<file path="src/rtl/cpu_types_pkg.sv">
// cpu_types_pkg: shared CPU-side types and constants.
// Holds the load-linked reservation entry layout, the channel limit for the
// link reservation table, and a helper that reduces an address to its line tag.
package cpu_types_pkg;

    localparam int unsigned LINK_MAX_CH   = 8;
    localparam int unsigned LINK_LINE_OFF = 2;
    localparam int unsigned LINK_CNT_W    = 8;
    localparam int unsigned LINK_TAG_W    = 32 - LINK_LINE_OFF;

    // One reservation as seen by debug/perf consumers.
    typedef struct packed {
        logic                  valid;
        logic [LINK_TAG_W-1:0] tag;
        logic [LINK_CNT_W-1:0] cnt;
    } link_entry_t;

    // Address to line tag: drop the low line_off bits that are ignored in matching.
    function automatic logic [LINK_TAG_W-1:0] link_line(input logic [31:0] addr,
                                                        input int unsigned line_off);
        return LINK_TAG_W'(addr >> line_off);
    endfunction

endpackage

</file>
<file path="src/rtl/link_reservation_table_entry.sv">
// link_entry: one load-linked reservation (valid, line tag, age counter).
// Ports:
//   clk, rst        clock, synchronous active-high reset
//   set             load the entry from req_line (takes precedence over clr)
//   clr             invalidate the entry
//   req_line        this channel's request line, used for set and SC compare
//   snoop_valid     a bus write is observed this cycle
//   snoop_line      line of the snooped write
//   valid, tag      registered entry state
//   addr_hit_c      entry valid and tag equals req_line
//   snoop_hit_c     snooped write hits this entry
//   expiring_c      entry times out on the coming edge
module link_entry #(
    parameter int unsigned LINE_OFF = 2,
    parameter int unsigned TIMEOUT  = 0,
    parameter int unsigned CNT_W    = 8
) (
    input  logic                 clk,
    input  logic                 rst,
    input  logic                 set,
    input  logic                 clr,
    input  logic [31-LINE_OFF:0] req_line,
    input  logic                 snoop_valid,
    input  logic [31-LINE_OFF:0] snoop_line,
    output logic                 valid,
    output logic [31-LINE_OFF:0] tag,
    output logic                 addr_hit_c,
    output logic                 snoop_hit_c,
    output logic                 expiring_c
);

    localparam logic [CNT_W-1:0] EXP_CNT = CNT_W'((TIMEOUT == 0) ? 0 : TIMEOUT - 1);

    logic [CNT_W-1:0] cnt_q;

    // Entry state; the age counter saturates rather than wrapping.
    always_ff @(posedge clk) begin
        if (rst) begin
            valid <= 1'b0;
            tag   <= '0;
            cnt_q <= '0;
        end else if (set) begin
            valid <= 1'b1;
            tag   <= req_line;
            cnt_q <= '0;
        end else if (clr) begin
            valid <= 1'b0;
            cnt_q <= '0;
        end else if (valid && (cnt_q != '1)) begin
            cnt_q <= cnt_q + CNT_W'(1);
        end
    end

    assign addr_hit_c  = valid && (tag == req_line);
    assign snoop_hit_c = snoop_valid && valid && (tag == snoop_line);
    assign expiring_c  = (TIMEOUT != 0) && valid && (cnt_q == EXP_CNT);

endmodule

</file>
<file path="src/rtl/link_reservation_table.sv">
// link_reservation_table: per-channel LL/SC reservation table.
// Sets reservations on LL, resolves SC with fixed-priority arbitration among
// same-line SCs, and kills reservations on snooped writes, on successful SCs
// from other channels, on per-channel invalidate and on timeout.
// Ports:
//   CLK, RST             clock, synchronous active-high reset
//   ll_req, sc_req       per-channel LL / SC strobes
//   addr_cpu             per-channel address, channel i at [32i+31:32i]
//   invalid              per-channel reservation clear
//   snoop_valid/addr     observed bus write
//   sc_done, sc_success  registered SC result, one cycle after sc_req
//   link_valid           registered reservation valid per channel
module link_reservation_table
    import cpu_types_pkg::*;
#(
    parameter int unsigned NCH      = 2,
    parameter int unsigned LINE_OFF = 2,
    parameter int unsigned TIMEOUT  = 0,
    parameter int unsigned CNT_W    = 8
) (
    input  logic              CLK,
    input  logic              RST,
    input  logic [NCH-1:0]    ll_req,
    input  logic [NCH-1:0]    sc_req,
    input  logic [NCH*32-1:0] addr_cpu,
    input  logic [NCH-1:0]    invalid,
    input  logic              snoop_valid,
    input  logic [31:0]       snoop_addr,
    output logic [NCH-1:0]    sc_done,
    output logic [NCH-1:0]    sc_success,
    output logic [NCH-1:0]    link_valid
);

    localparam int unsigned TAG_W = 32 - LINE_OFF;

    logic [TAG_W-1:0] req_line [NCH];
    logic [TAG_W-1:0] ent_tag  [NCH];
    logic [TAG_W-1:0] snoop_line;
    logic [NCH-1:0]   ent_valid;
    logic [NCH-1:0]   addr_hit;
    logic [NCH-1:0]   snoop_hit;
    logic [NCH-1:0]   expiring;
    logic [NCH-1:0]   sc_cand;
    logic [NCH-1:0]   sc_win;
    logic [NCH-1:0]   xkill;
    logic [NCH-1:0]   ent_set;
    logic [NCH-1:0]   ent_clr;

    assign snoop_line = TAG_W'(link_line(snoop_addr, LINE_OFF));

    for (genvar g = 0; g < NCH; g++) begin : g_ch
        assign req_line[g] = TAG_W'(link_line(addr_cpu[32*g +: 32], LINE_OFF));

        link_entry #(
            .LINE_OFF (LINE_OFF),
            .TIMEOUT  (TIMEOUT),
            .CNT_W    (CNT_W)
        ) u_entry (
            .clk         (CLK),
            .rst         (RST),
            .set         (ent_set[g]),
            .clr         (ent_clr[g]),
            .req_line    (req_line[g]),
            .snoop_valid (snoop_valid),
            .snoop_line  (snoop_line),
            .valid       (ent_valid[g]),
            .tag         (ent_tag[g]),
            .addr_hit_c  (addr_hit[g]),
            .snoop_hit_c (snoop_hit[g]),
            .expiring_c  (expiring[g])
        );
    end

    // SC arbitration, cross-channel kill and per-entry set/clear.
    always_comb begin
        sc_cand = '0;
        sc_win  = '0;
        xkill   = '0;
        ent_set = '0;
        ent_clr = '0;

        for (int i = 0; i < NCH; i++) begin
            sc_cand[i] = sc_req[i] && !invalid[i] && addr_hit[i]
                         && !snoop_hit[i] && !expiring[i];
        end

        // Lowest channel wins among passing SCs to the same line.
        for (int i = 0; i < NCH; i++) begin
            sc_win[i] = sc_cand[i];
            for (int j = 0; j < NCH; j++) begin
                if ((j < i) && sc_cand[j] && (req_line[j] == req_line[i])) begin
                    sc_win[i] = 1'b0;
                end
            end
        end

        // A winning SC is a store: it kills other reservations on its line.
        for (int k = 0; k < NCH; k++) begin
            for (int j = 0; j < NCH; j++) begin
                if ((j != k) && sc_win[j] && ent_valid[k] && (ent_tag[k] == req_line[j])) begin
                    xkill[k] = 1'b1;
                end
            end
        end

        // LL outranks snoop/kill/expiry but yields to invalidate and SC.
        for (int i = 0; i < NCH; i++) begin
            ent_set[i] = ll_req[i] && !sc_req[i] && !invalid[i];
            ent_clr[i] = invalid[i] || sc_req[i] || snoop_hit[i] || xkill[i] || expiring[i];
        end
    end

    // Registered SC result; reset drops any in-flight result.
    always_ff @(posedge CLK) begin
        if (RST) begin
            sc_done    <= '0;
            sc_success <= '0;
        end else begin
            sc_done    <= sc_req;
            sc_success <= sc_win;
        end
    end

    assign link_valid = ent_valid;

endmodule

</file>
<file path="config.mk">
export PLATFORM = sky130hd
export DESIGN_NAME = link_reservation_table
export DESIGN_NICKNAME = d
export VERILOG_FILES = /design/src/rtl/cpu_types_pkg.sv /design/src/rtl/link_reservation_table_entry.sv /design/src/rtl/link_reservation_table.sv
export SDC_FILE = /design/constraint.sdc
export NUM_CORES = 1
export LEC_CHECK = 0
export CAP_MARGIN = 5
export CORE_ASPECT_RATIO = 0.9
export CORE_MARGIN = 2
export CORE_UTILIZATION = 51
export DETAILED_ROUTE_END_ITERATION = 10
export PLACE_DENSITY = 0.88
export SLEW_MARGIN = 20
export SYNTH_ARGS = -nofsm -noshare
export SYNTH_HDL_FRONTEND = slang
export SYNTH_SLANG_ARGS = --single-unit
</file>
<file path="constraint.sdc">
create_clock -name CLK -period 2.2 [get_ports CLK]
set_input_delay 0.44 -clock CLK [delete_from_list [all_inputs] [get_ports CLK]]
set_output_delay 0.44 -clock CLK [all_outputs]
set_load 0.02 [all_outputs]
</file>
Word-level counts from Yosys, hierarchy flattened
Index checks and enable logic that the tools add are counted.
Widths: inputs -> output; s select.

cells by class
  equality and inequality tests = 7
  multiplexer cells = 7
  reductions and logical operators = 35

operators with widths
  cell               number
  $eq 30x30->1       7
  $logic_and 1x1->1  21
  $mux 1             7
  $logic_not 1->1    6
  $logic_or 1x1->1   6
  $reduce_bool 2->1  2

word-level totals
  register bits after elaboration = 66
  output and inout port bits = 6
  logic and storage cells = 55

Longest topological paths before layout
  depth in word-level cells = 12
  gate-level depth with buffers = 7
  depth with buffers taken out = 6

Modules after synthesis
From an unflattened synthesis, not the netlist that was laid out.

unflattened totals
  cell total of the unflattened synthesis = 508
  area total of the unflattened synthesis = 4,652.0 sq um

by module, submodules not included
  module                  times used  cells an instance  area an instance (sq um)  seq. area each (sq um)
  link_entry              2           184                1,749.2                   620.6
  link_reservation_table  1           140                1,153.6                   80.1

Worst setup path after synthesis
OpenSTA, ideal clock, no wires.

  kind = input port to flip-flop
  start = input port snoop_addr[27]
  end = register g_ch[1].u_entry.valid
  library setup time = 0.119 ns
  arrival time = 1.622 ns
  path slack = 0.459 ns
  stages = 6
  cell sequence = xnor2_1 > nand3_1 > or4_1 > nor3_2 > a21boi_1 > o221a_1

on the way
  cells in the longest elaborated chain, start to end = 9
  elaborated cells between the ends (all ways) = 12
  those cells by class = 2 x eq/ne; 1 x mux; 9 x reduce/logical

RTL lines
  what                                  line                                RTL
  start, declared                       link_reservation_table.sv:28        input logic [31:0] snoop_addr,
  $eq 30x30->1                          link_reservation_table_entry.sv:55  assign snoop_hit_c = snoop_valid && valid && (tag == snoop_line);
  $logic_and 1x1->1                     link_reservation_table_entry.sv:55
  $logic_not 1->1                       link_reservation_table.sv:84        && !snoop_hit[i] && !expiring[i];
  $logic_and 1x1->1                     link_reservation_table.sv:84
  $logic_and 1x1->1 (2 in a row)        link_reservation_table.sv:100       if ((j != k) && sc_win[j] && ent_valid[k] && (ent_tag[k] == req_line[j])) begin
  $mux 1                                link_reservation_table.sv:100
  $logic_or 1x1->1 *                    link_reservation_table.sv:109       ent_clr[i] = invalid[i] || sc_req[i] || snoop_hit[i] || xkill[i] || expiring[i];
  $reduce_bool 2->1 (no source line) *  -
  end signal, assigned                  link_reservation_table_entry.sv:39  valid <= 1'b0;
  end signal, assigned                  link_reservation_table_entry.sv:43  valid <= 1'b1;
  end signal, assigned                  link_reservation_table_entry.sv:47  valid <= 1'b0;
  end, declared                         link_reservation_table_entry.sv:25  output logic valid,

Mark *: on every way between the ends. The rest lies on a longest branch, timed or not.
A chain may end at the register's enable or synchronous reset.

Final worst setup path
  start = input port snoop_addr[17]
  end = register g_ch[1].u_entry.valid

Same word-level chain as after synthesis.

==> qor.yml <==
status: "finished with violations"
violations: "setup timing"
worst_pin_slew_ns: 0.6442
layout_commonest_cell: "nand2_1"
slowest_delay_ns: 0.55
wirelength_um: 20590
antenna_found_initial: 0
power_density_nw_per_um2: 497.3
drt-vias-per-instance: 5.864
placedCellCount: 887
clockBufferDepth: 2
ys_warn_count: 0
rsz0062_at_grt: "true"
drv_cap: 0
grt_pass1_vias: 5200
ys_seq_area_frac: 0.2883
core_area_sq_um: 8648
stdcell_area_sq_um: 6827
leakagePower_nw: 2.658
fin_setup_tns_ns: -0.02451
crit_start: "snoop_addr[17]"
drc_errors: 0
synth_nets: 678
hold_slack_ns: 0.4727
mostFrequentLayoutCells: "nand2_1 (123), buf_4 (112), xor2_1 (105)"
arrival_ns: 2.47
fin_ws_ns: -0.02451
hp-class: "input pin to flip-flop"
cts_max_level: 3
final-max-slew-violation-count: 0
path_class: "input pin to flip-flop"
numCtsBuffers: 9
hold_viol: 0
preCtsSetupSlack_ns: -0.4009
cp-end-kind: "flip-flop"
worstPathRequired_ns: 2.44
syn_inst: 573
finalWeightedCongestion: 1.045
critPathLaunchType: "input pin"
setup_viol: 1
syn-cell-area_sq_um: 4583
first_iter_violations: 537
crit_slowest_cell: "nor4_1"
nets: 885
firstDrtPassIters: 5
fin_total_pwr_mw: 3.395
hp-start: "addr_cpu[60]"
crit_chain: "clkdlybuf4s50_1 > buf_4 > xnor2_1 > nand3_1 > nor4_1 > a21boi_2 > o221a_1"
dp_hpwl_um: 16190
clkTransAtPathRegs_ns: 0.08
n_antenna_cell: 0
die_y_um: 93.94
portBuffers: 104
io_pins: 111
slew_headroom: 0.5705
reg2reg_from: "g_ch[1].u_entry.tag[10]"
ir_worst_vdd_mv: 0.4718
ys_ff_latch: 66
die_w_um: 103.9
cp_max_fo: 2
grtUsageTotal: 0.4202
grt_pass1_wl_um: 30410
placed_area_sq_um: 6551
fmax_mhz: 449.5
grt_overflow_total: 0
ant_nets: 0
layout-drive-gt1-share: 0.1786
vias: 5295
cts_tree: "yes"
clkSinkCount: 66
clk_latency_ns: 0.35
period_share: 1.011
grt_max_degree: 31
avgRoutedWirePerCell_um: 22.80
syn_area_per_cell_sq_um: 7.999
area_growth_syn_to_layout_pct: 48.95
num_rows: 32
clock_skew_ns: 0.007335
period_needed_ns: 2.225
root_buffer: "clkbuf_8"
initial_core_util: 0.5299
final_core_util: 0.7894
die_area_sq_um: 9762
crit_buf_inv: 2
critPathTopFamily: "simple AND/OR/NAND/NOR gates"
synth.distinct_cells: 25
layout.cells.non_filler: 903
-- final cells by class --
| cell class | count | area (sq um) |
|---|---|---|
| Tap cell | 119 | 148.9 |
| Multi-Input combinational cell | 485 | 3231 |
| Timing Repair Buffer | 218 | 1922 |
| Sequential cell | 66 | 1321 |
| Clock inverter | 2 | 35.03 |
| Clock buffer | 13 | 168.9 |
| Fill cell | 594 | 1822 |
-- tightest hold or removal path: stages --
cell	delay [ns]
dlymetal6s2s_1	0.20
nand2_1	0.09
a21oi_1	0.05
-- cells in the mapped netlist --
master | instances | area, sq um
nand2_1 | 123 | 461.7
xnor2_1 | 105 | 919.6
xor2_1 | 105 | 919.6
dfxtp_1 | 66 | 1321
a21oi_1 | 61 | 305.3
nor4_1 | 31 | 193.9
nand4_1 | 30 | 187.7
clkbuf_1 | 19 | 71.32
nand3_1 | 7 | 35.03
nor2_1 | 5 | 18.77
or4_1 | 3 | 22.52
and2_1 | 2 | 12.51
buf_4 | 2 | 15.01
nor2b_1 | 2 | 12.51
nor3_1 | 2 | 10.01
a2111oi_0 | 1 | 8.760
a21boi_1 | 1 | 7.510
and3_2 | 1 | 7.510
buf_1 | 1 | 3.750
nand2b_1 | 1 | 6.260
nand3b_1 | 1 | 7.510
nor3_2 | 1 | 10.01
o21ai_0 | 1 | 5.000
o221a_1 | 1 | 11.26
o31a_1 | 1 | 8.760
-- repair_timing --
item | 4_1_cts | 5_1_grt
hold buffers | 0 | 0
gates resized for setup | 1 | 13
pin swaps | 1 | 3
endpoints found under the setup margin | 1 | 2
setup buffers | 0 | 1
-- state kept, by name, summed over array words and instances (netlist names) --
register / count
sc_done: 2
g_ch.u_entry.tag: 60
sc_success: 2
g_ch.u_entry.valid: 2
-- report_power, final --
group	internal [mW]	switching, mW
clock network	0.610	0.494
registers	1.23	0.0601
logic	0.498	0.500
-- layer usage --
metal / GRT usage / part of all wire / vias to the layer above
li1: - / - / 2341
met1: 0.5489 / 0.40 / 2485
met2: 0.6886 / 0.45 / 406
met3: 0.09709 / 0.11 / 63
met4: 0.1408 / 0.034 / 0
met5: 0 / 0 / -
-- cells by family (layout without fill, tap and decap cells) --
logic type	Yosys count	in the layout	synth area share
xor gates and xnor gates	210	210	0.4013
buffers and inverters	22	233	0.01965
AOI/OAI and AO/OA	66	66	0.07562
and+or+nand+nor	209	209	0.2151
DFF	66	66	0.2883
-- path summary, 6_finish.rpt --
kind / depth (start not counted) / slack, ns / endpoint
setup / recovery: 7 / -0.02 / g_ch[1].u_entry.valid
hold / removal: 3 / 0.47 / g_ch[1].u_entry.tag[26]
setup reg to reg: 7 / 0.14 / g_ch[1].u_entry.valid
hold reg to reg: 2 / 0.53 / g_ch[0].u_entry.tag[22]
Power figures use the tool's default switching activity.
